<file path="src/rtl/ebus_dev_responder_if.sv">
// EBUS bundle between the EBOX (master) and one device responder (slave).
// Bit numbering follows the PDP-10 convention: bit 0 is the most significant bit.
interface ebus_dev_responder_if;
   logic [0:6]  EBUS_CS;
   logic [0:2]  EBUS_F;
   logic        EBUS_demand;
   logic [0:35] EBUS;
   logic        EBUS_xfer;
   logic [0:35] DEV_EBUS;
   logic        DEVdrivingEBUS;
   logic [1:7]  EBUS_PI;

   modport master (
      output EBUS_CS, EBUS_F, EBUS_demand, EBUS,
      input  EBUS_xfer, DEV_EBUS, DEVdrivingEBUS, EBUS_PI
   );

   modport slave (
      input  EBUS_CS, EBUS_F, EBUS_demand, EBUS,
      output EBUS_xfer, DEV_EBUS, DEVdrivingEBUS, EBUS_PI
   );
endinterface

</file>
<file path="src/rtl/ebus_dev_responder.sv">
// ebus_dev_responder: device-side EBUS responder for CONO/CONI/DATAO/DATAI.
// Holds one device's control register (conReg[18:35]), DONE flag and DATAO
// output word, and completes the demand/xfer handshake with the EBOX.
// Optional feature macro: EBUS_PI_EN -- when defined, DONE raises a PI request
// on the level held in conReg[33:35]; otherwise EBUS_PI is held at zero.
module ebus_dev_responder #(
   parameter logic [0:6] DEV_NUM    = 7'h04,
   parameter int         XFER_DELAY = 2
) (
   input  logic                  eboxClk,
   input  logic                  eboxReset,
   ebus_dev_responder_if.slave   ebus,
   input  logic [0:17]           devStatus,
   input  logic [0:35]           devDataIn,
   output logic [0:35]           devDataOut,
   output logic                  devDataStrobe,
   input  logic                  devAttn
);

   localparam int CW = (XFER_DELAY > 1) ? $clog2(XFER_DELAY) : 1;

   localparam logic [0:2] F_CONO  = 3'd0;
   localparam logic [0:2] F_CONI  = 3'd1;
   localparam logic [0:2] F_DATAO = 3'd2;
   localparam logic [0:2] F_DATAI = 3'd3;

   typedef enum logic [1:0] {
      ST_IDLE    = 2'd0,
      ST_WAIT    = 2'd1,
      ST_XFER    = 2'd2,
      ST_RELEASE = 2'd3
   } state_e;

   // Word returned on DEV_EBUS for a read function; DONE overlays bit 32 of the CONI word.
   function automatic logic [0:35] read_word(input logic [0:2]   f,
                                             input logic [0:17]  st,
                                             input logic [18:35] con,
                                             input logic         done,
                                             input logic [0:35]  din);
      logic [0:35] w;
      w = 36'h0;
      case (f)
         F_CONI: begin
            w     = {st, con};
            w[32] = done;
         end
         F_DATAI: w = din;
         default: w = 36'h0;
      endcase
      return w;
   endfunction

   function automatic logic is_read(input logic [0:2] f);
      return (f == F_CONI) || (f == F_DATAI);
   endfunction

`ifdef EBUS_PI_EN
   // One-hot PI request on the programmed level; level 0 requests nothing.
   function automatic logic [1:7] pi_decode(input logic done, input logic [0:2] level);
      logic [1:7] pi;
      pi = 7'b0;
      if (done && (level != 3'd0)) begin
         pi[int'(level)] = 1'b1;
      end else begin
         pi = 7'b0;
      end
      return pi;
   endfunction
`endif

   state_e        state_q, state_d;
   logic [0:2]    func_q, func_d;
   logic [CW-1:0] count_q, count_d;
   logic          xfer_q, xfer_d;
   logic          drive_q, drive_d;
   logic [0:35]   dev_ebus_q, dev_ebus_d;
   logic [0:35]   data_out_q, data_out_d;
   logic          strobe_q, strobe_d;
   logic [18:35]  con_q, con_d;
   logic          done_q, done_d;
   logic [1:7]    pi_q, pi_d;
   logic          done_clr_s;
   logic          accept_s;

   assign accept_s = ebus.EBUS_demand && (ebus.EBUS_CS == DEV_NUM) && (ebus.EBUS_F <= 3'd3);

   // Next-state logic: handshake FSM, write commit and read-data sampling.
   always_comb begin
      state_d    = state_q;
      func_d     = func_q;
      count_d    = count_q;
      xfer_d     = xfer_q;
      drive_d    = drive_q;
      dev_ebus_d = dev_ebus_q;
      data_out_d = data_out_q;
      strobe_d   = 1'b0;
      con_d      = con_q;
      done_clr_s = 1'b0;

      case (state_q)
         ST_IDLE: begin
            xfer_d     = 1'b0;
            drive_d    = 1'b0;
            dev_ebus_d = 36'h0;
            if (accept_s) begin
               state_d = ST_WAIT;
               func_d  = ebus.EBUS_F;
               count_d = CW'(XFER_DELAY - 1);
               if (is_read(ebus.EBUS_F)) begin
                  drive_d    = 1'b1;
                  dev_ebus_d = read_word(ebus.EBUS_F, devStatus, con_q, done_q, devDataIn);
               end else begin
                  drive_d    = 1'b0;
               end
            end else begin
               state_d = ST_IDLE;
            end
         end

         ST_WAIT: begin
            if (!ebus.EBUS_demand) begin
               // Demand withdrawn before the acknowledge: abandon without side effects.
               state_d    = ST_IDLE;
               xfer_d     = 1'b0;
               drive_d    = 1'b0;
               dev_ebus_d = 36'h0;
            end else begin
               dev_ebus_d = read_word(func_q, devStatus, con_q, done_q, devDataIn);
               if (count_q == '0) begin
                  state_d = ST_XFER;
                  xfer_d  = 1'b1;
                  case (func_q)
                     F_CONO: begin
                        con_d      = ebus.EBUS[18:35];
                        done_clr_s = ebus.EBUS[30];
                     end
                     F_DATAO: begin
                        data_out_d = ebus.EBUS;
                        strobe_d   = 1'b1;
                     end
                     default: begin
                        con_d = con_q;
                     end
                  endcase
               end else begin
                  count_d = count_q - CW'(1);
               end
            end
         end

         ST_XFER: begin
            if (!ebus.EBUS_demand) begin
               state_d    = ST_RELEASE;
               xfer_d     = 1'b0;
               drive_d    = 1'b0;
               dev_ebus_d = 36'h0;
            end else begin
               xfer_d = 1'b1;
               // While acknowledged, only the external status/data fields may move.
               case (func_q)
                  F_CONI:  dev_ebus_d = {devStatus, dev_ebus_q[18:35]};
                  F_DATAI: dev_ebus_d = devDataIn;
                  default: dev_ebus_d = 36'h0;
               endcase
            end
         end

         ST_RELEASE: begin
            state_d    = ST_IDLE;
            xfer_d     = 1'b0;
            drive_d    = 1'b0;
            dev_ebus_d = 36'h0;
         end

         default: begin
            state_d    = ST_IDLE;
            xfer_d     = 1'b0;
            drive_d    = 1'b0;
            dev_ebus_d = 36'h0;
         end
      endcase

      // devAttn outranks a CONO clear landing on the same edge.
      if (devAttn) begin
         done_d = 1'b1;
      end else if (done_clr_s) begin
         done_d = 1'b0;
      end else begin
         done_d = done_q;
      end

`ifdef EBUS_PI_EN
      pi_d = pi_decode(done_d, con_d[33:35]);
`else
      pi_d = 7'b0;
`endif
   end

   // State and output registers with synchronous reset.
   always_ff @(posedge eboxClk) begin
      if (eboxReset) begin
         state_q    <= ST_IDLE;
         func_q     <= 3'd0;
         count_q    <= '0;
         xfer_q     <= 1'b0;
         drive_q    <= 1'b0;
         dev_ebus_q <= 36'h0;
         data_out_q <= 36'h0;
         strobe_q   <= 1'b0;
         con_q      <= 18'h0;
         done_q     <= 1'b0;
         pi_q       <= 7'b0;
      end else begin
         state_q    <= state_d;
         func_q     <= func_d;
         count_q    <= count_d;
         xfer_q     <= xfer_d;
         drive_q    <= drive_d;
         dev_ebus_q <= dev_ebus_d;
         data_out_q <= data_out_d;
         strobe_q   <= strobe_d;
         con_q      <= con_d;
         done_q     <= done_d;
         pi_q       <= pi_d;
      end
   end

   assign ebus.EBUS_xfer      = xfer_q;
   assign ebus.DEVdrivingEBUS = drive_q;
   assign ebus.DEV_EBUS       = dev_ebus_q;
   assign ebus.EBUS_PI        = pi_q;
   assign devDataOut          = data_out_q;
   assign devDataStrobe       = strobe_q;

endmodule
</file>
<file path="src/flat_wrapper.sv">
// flat-port wrapper written by rule: the top's interface ports become plain ports
module ebus_dev_responder_flat 
#(
   parameter logic [0:6] DEV_NUM    = 7'h04,
   parameter int         XFER_DELAY = 2
)
  (eboxClk, eboxReset, devStatus, devDataIn, devDataOut, devDataStrobe, devAttn, ebus_EBUS_CS, ebus_EBUS_F, ebus_EBUS_demand, ebus_EBUS, ebus_EBUS_xfer, ebus_DEV_EBUS, ebus_DEVdrivingEBUS, ebus_EBUS_PI);
  ebus_dev_responder_if ebus_i ();
  input  logic eboxClk;
  input  logic eboxReset;
  input  logic [0:17] devStatus;
  input  logic [0:35] devDataIn;
  output logic [0:35] devDataOut;
  output logic devDataStrobe;
  input  logic devAttn;
  input wire logic [$bits(ebus_i.EBUS_CS)-1:0] ebus_EBUS_CS;
  input wire logic [$bits(ebus_i.EBUS_F)-1:0] ebus_EBUS_F;
  input wire logic [$bits(ebus_i.EBUS_demand)-1:0] ebus_EBUS_demand;
  input wire logic [$bits(ebus_i.EBUS)-1:0] ebus_EBUS;
  output wire logic [$bits(ebus_i.EBUS_xfer)-1:0] ebus_EBUS_xfer;
  output wire logic [$bits(ebus_i.DEV_EBUS)-1:0] ebus_DEV_EBUS;
  output wire logic [$bits(ebus_i.DEVdrivingEBUS)-1:0] ebus_DEVdrivingEBUS;
  output wire logic [$bits(ebus_i.EBUS_PI)-1:0] ebus_EBUS_PI;
  assign ebus_i.EBUS_CS = ebus_EBUS_CS;
  assign ebus_i.EBUS_F = ebus_EBUS_F;
  assign ebus_i.EBUS_demand = ebus_EBUS_demand;
  assign ebus_i.EBUS = ebus_EBUS;
  assign ebus_EBUS_xfer = ebus_i.EBUS_xfer;
  assign ebus_DEV_EBUS = ebus_i.DEV_EBUS;
  assign ebus_DEVdrivingEBUS = ebus_i.DEVdrivingEBUS;
  assign ebus_EBUS_PI = ebus_i.EBUS_PI;
  ebus_dev_responder #(.DEV_NUM(DEV_NUM), .XFER_DELAY(XFER_DELAY)) u_core (.eboxClk(eboxClk), .eboxReset(eboxReset), .ebus(ebus_i), .devStatus(devStatus), .devDataIn(devDataIn), .devDataOut(devDataOut), .devDataStrobe(devDataStrobe), .devAttn(devAttn));
endmodule
</file>
<file path="config.mk">
export PLATFORM = sky130hd
export DESIGN_NAME = ebus_dev_responder_flat
export DESIGN_NICKNAME = d
export VERILOG_FILES = /design/src/rtl/ebus_dev_responder_if.sv /design/src/rtl/ebus_dev_responder.sv /design/src/flat_wrapper.sv
export SDC_FILE = /design/constraint.sdc
export NUM_CORES = 1
export LEC_CHECK = 0
export CORE_MARGIN = 3
export CORE_UTILIZATION = 39
export DETAILED_ROUTE_END_ITERATION = 8
export PLACE_DENSITY = 0.78
export SLEW_MARGIN = 20
export SYNTH_ARGS = -nofsm -noshare
export SYNTH_HDL_FRONTEND = slang
export SYNTH_SLANG_ARGS = --single-unit
</file>
<file path="constraint.sdc">
create_clock -name eboxClk -period 2.1 [get_ports eboxClk]
set_input_delay 0.42 -clock eboxClk [delete_from_list [all_inputs] [get_ports eboxClk]]
set_output_delay 0.42 -clock eboxClk [all_outputs]
set_load 0.03 [all_outputs]
</file>
== After elaboration in Yosys (flattened, before gate mapping) ==
Cells that the tools add are included.

* Flip-flop bits (word level): 100
* Input port bits: 104

* Add/sub/neg operators: 1
* Magnitude comparators: 1
* Equal/unequal tests: 15
* Muxes and demuxes: 32
* Bitwise operators: 3
* Reductions and logical operators: 15

{| class="wikitable"
|+ Operators with widths
! operator !! number
|-
| $pmux W36 S2 || 3
|-
| $mux W36 || 4
|-
| $pmux W36 S4 || 1
|-
| $mux W1 || 17
|-
| $eq A3 B2 Y1 const B || 3
|-
| $pmux W2 S4 || 1
|-
| $reduce_and A4 Y1 || 2
|-
| $eq A7 B3 Y1 const B || 1
|-
| $eq A3 B1 Y1 const B || 2
|-
| $mux W2 || 3
|-
| $ne A2 B2 Y1 const B || 3
|-
| $ne A3 B3 Y1 const B || 2
|-
| $pmux W1 S3 || 2
|-
| $eq A2 B2 Y1 const B || 2
|-
| $reduce_and A2 Y1 || 2
|-
| $reduce_bool A2 Y1 || 2
|-
| $reduce_or A2 Y1 || 2
|-
| $reduce_or A4 Y1 || 1
|-
| $le A3 B2 Y1 const B || 1
|-
| $logic_not A3 Y1 || 1
|-
| $not A1 Y1 || 3
|-
| $reduce_and A3 Y1 || 1
|-
| $eq A2 B1 Y1 const B || 1
|-
| $logic_and A1 B1 Y1 || 2
|-
| other kinds (5) || 5
|}

== Logic depth before layout (Yosys ltp) ==
* Word-level depth: 7
* Gate-level depth with buffers: 8
* Mapped depth without buffers: 6

== Worst setup path before layout ==
Ideal clock, no wire load.

* Path kind: input port to flip-flop
* Start point: input ebus_EBUS_CS[0]
* End point: register u_core.dev_ebus_q (netlist bit u_core.ebus.DEV_EBUS[13])
* Setup time: 71 ps
* Arrival: 2057 ps
* Required time: 2029 ps
* Setup slack: -27 ps
* Stages: 5
* Buffers on the path: 1
* Path through: or4b_4 > or4_1 > buf_2 > or3_1 > a21oi_1

* Longest elaborated chain between the ends: 5

{| class="wikitable"
|+ Ends and longest elaborated chain
! what !! line !! text
|-
| start, declared || flat_wrapper.sv:16 || <nowiki>input wire logic [$bits(ebus_i.EBUS_CS)-1:0] ebus_EBUS_CS;</nowiki>
|-
| $eq A7 B3 Y1 || ebus_dev_responder.sv:85 || <nowiki>assign accept_s = ebus.EBUS_demand && (ebus.EBUS_CS == DEV_NUM) && (ebus.EBUS_F <= 3'd3);</nowiki>
|-
| $logic_and A1 B1 Y1 (2 in series) || ebus_dev_responder.sv:85 ||
|-
| $mux W36 || ebus_dev_responder.sv:105 || <nowiki>if (accept_s) begin</nowiki>
|-
| $pmux W36 S4 || ebus_dev_responder.sv:100 || <nowiki>case (state_q)</nowiki>
|-
| end signal, assigned || ebus_dev_responder.sv:219 || <nowiki>dev_ebus_q <= dev_ebus_d;</nowiki>
|-
| end, declared || ebus_dev_responder.sv:76 || <nowiki>logic [0:35] dev_ebus_q, dev_ebus_d;</nowiki>
|}

No other way between the ends.
A chain may end at the register's enable or synchronous reset.

== Worst setup path in the final report ==
* Start point: input ebus_EBUS_CS[3]
* End point: register u_core.dev_ebus_q (netlist bit u_core.ebus.DEV_EBUS[24])

The elaborated chain is that of the path after synthesis.

==> impl_metrics.ini <==
[timing]
rsz0062_at_grt = false
worst_pin_slew_ns = 0.551
relSlewSlack = 0.633
setup_viol = 0
finalHoldViolCount = 0
final.setup.tns_ns = 0
max_freq_mhz = 511
post-route-min-period_ns = 1.96
drv_slew = 0
period_share = 0.932
finClkSkew_ns = 0.00858

[clock_network]
cts_hold_buf = 0
cts_buffers = 9
cts_max_level = 3
cts_tree = built
cts_buffer_depth = 2
insertion_delay_ns = 0.35
clk_pin_slew_ns = 0.07
clock_sinks = 99
root_buffer = clkbuf_16

[logic_synthesis]
synth_edf_count = 0
ys_types = 37
ys_seq_area_frac = 0.425
synth.avg_cell_area_um2 = 8.87
async_reset_ff_frac = 0
yosys_warnings = 0
ys_ff_latch = 99
syn_inst = 525
yosysTopAreaCell = dfxtp_1
syn_area_um2 = 4660
synth.top_cell.area_share = 0.425
ys_top_cells_by_area = dfxtp_1 (43%), mux2_2 (13%), nand2_1 (7.6%), mux2i_1 (4.5%), a21oi_1 (4.2%)
yosysMostFrequentCell = dfxtp_1
ys_top_cells_by_count = dfxtp_1 (99), nand2_1 (94), mux2_2 (53)
synth_ff_type = dfxtp_1

[run_status]
outcome = complete, no violations

[detailed_routing]
ant_nets = 0
wl_per_cell_um = 17.5
via_count = 4575
drc = 0
dr.pass1.iters = 5
drt_wl_total_um = 14900
via_per_inst = 5.38
drt_iter0_markers = 276

[power]
switching_share = 0.232
p_comb_frac = 0.097
power_density_nw_per_um2 = 549
peakVddDrop_uv = 756
p_sw_uw = 929
pwr-share-clk = 0.434
cell_internal_pwr_mw = 3.07
seq_power_share = 0.470
leakagePower_nw = 2.63

[worst_hold_path]
hold_path.class = reg -> reg

[critical_path]
cp.required_ns = 2.36
cp.arrival_ns = 2.21
cp_max_fo = 5
rr_endpoint = u_core.ebus.DEV_EBUS[24]
critical_path.endpoint = u_core.ebus.DEV_EBUS[24]
path_class = in -> reg
worstRegToRegCells = 9
r2r-start = u_core.state_q[0]
endpoint_kind = register
startpoint_type = input port
rrSetupSlack_ns = 0.16
startpoint = ebus_EBUS_CS[3]

[place]
dpl.hpwl_um = 10500
gp_congestion = 0.830
port_buffers = 178
dpl_cell_area_um2 = 6730

[die]
initial_core_util = 0.403
fp.dieH_um = 115
ios = 186
fp.dieW_um = 115
dieArea_um2 = 13300
core_area_um2 = 11600
row_count = 39

[finish]
fillCellCount = 928
post_route_cells_drive_above_1_share = 0.186
antenna_cells = 0
final_area_um2 = 7280
nNetsFinal = 811
syn2layout_area_growth_pct = 56.3

[global_routing]
overflow = 0
antenna_found_initial = 0
grt_pass1_wl_um = 23200
grt_max_degree = 48
grt_pass1_vias = 4624
grtUsageTotal = 0.221

[job]
drv_cap = 0
per-layer routing:
metal	track usage	share of wire	vias up
li1	-	-	2196
met1	0.258	0.39	2146
met5	0	0	-
met2	0.393	0.51	202
met3	0.0526	0.076	31
met4	0.0798	0.024	0
sequential cells by signal (all words and copies together), names as in the netlist, named ones only:
signal                      count
u_core.con_q                   17
u_core.count_q                  1
u_core.devDataOut              36
u_core.devDataStrobe            1
u_core.done_q                   1
u_core.ebus.DEV_EBUS           36
u_core.ebus.DEVdrivingEBUS      1
u_core.ebus.EBUS_xfer           1
u_core.func_q                   3
u_core.state_q                  1
power by group through the flow:
stage	Combinational (mW)	Clock (mW)	Sequential [mW]
floorplan	0.143	0	1.92
global placement	0.373	0	1.92
detailed placement	0.381	0	1.92
CTS	0.387	1.77	1.88
global route	0.411	1.85	1.88
finish	0.386	1.74	1.88
area by class of cell:
| class | count | area (µm²) | area share |
|---|---|---|---|
| multi-input cells | 360 | 2550 | 0.350 |
| repair buffers | 211 | 2180 | 0.299 |
| flip-flops and latches | 99 | 1980 | 0.272 |
| clock inverters | 6 | 78.8 | 0.0108 |
| well taps | 143 | 179 | 0.0246 |
| clock buffers | 10 | 229 | 0.0314 |
| inverters | 22 | 82.6 | 0.0113 |
worst max-delay path: stages:
cell           delay, ns
dlygate4sd2_1       0.23
or4b_4              0.56
buf_6               0.14
nor4_4              0.24
buf_6               0.18
buf_16              0.12
nand2_1             0.07
a221oi_2            0.25
cell families (layout without fill, tap and decap cells):
logic type	after synthesis	count (layout)	share of synthesized area
mux	74	74	0.173
compound gates	117	117	0.177
simple gates	158	158	0.148
flops	99	99	0.425
fa+ha+maj	4	4	0.0107
other cells	1	7	0.000805
buf+inv	72	249	0.0650
timing repair:
| action | in CTS | in global routing |
|---|---|---|
| cloned | 3 | 0 |
| pin swaps | 13 | 3 |
| gates resized for setup | 31 | 6 |
| setup endpoints to repair | 36 | 22 |
| buffers inserted | 3 | 0 |
layout by cell type (no fill, tap or decap), types with 19 or more instances in the layout:
cell	netlist	layout
mux2i_1	21	21
dfxtp_1	99	99
buf_4	7	19
nand2_1	94	94
clkdlybuf4s50_1	0	168
inv_1	22	22
mux2_2	53	53
nor2_1	43	43
a21oi_1	39	39
stage by stage:
| step | setup slack (ns) | power [mW] | utilization | hold WS (ns) | instances |
|---|---|---|---|---|---|
| 2_1_floorplan | -0.0272 | 2.07 | - | 0.480 | 531 |
| 3_3_place_gp | -0.380 | 2.30 | 0.582 | 0.441 | 829 |
| 3_5_place_dp | -0.498 | 2.30 | 0.582 | 0.448 | 829 |
| 4_1_cts | 0.0249 | 4.03 | 0.628 | 0.458 | 851 |
| 5_1_grt | 0.0128 | 4.14 | 0.630 | 0.472 | 851 |
| 6_report | 0.143 | 4.00 | 0.630 | 0.456 | 851 |
worst min path at each step:
| stage | from | endpoint | slack [ns] | cells after the start |
|---|---|---|---|---|
| floorplan | u_core.con_q[18] | u_core.con_q[18] | 0.48 | 2 |
| global placement | u_core.devDataOut[1] | u_core.devDataOut[1] | 0.44 | 2 |
| CTS | u_core.devDataOut[29] | u_core.devDataOut[29] | 0.46 | 2 |
| global route | u_core.ebus.DEV_EBUS[31] | u_core.ebus.DEV_EBUS[31] | 0.47 | 2 |
| detailed placement | u_core.devDataOut[29] | u_core.devDataOut[29] | 0.45 | 2 |
| finish | u_core.devDataOut[29] | u_core.devDataOut[29] | 0.46 | 2 |
Note: power is estimated with default switching activity, not from simulation.
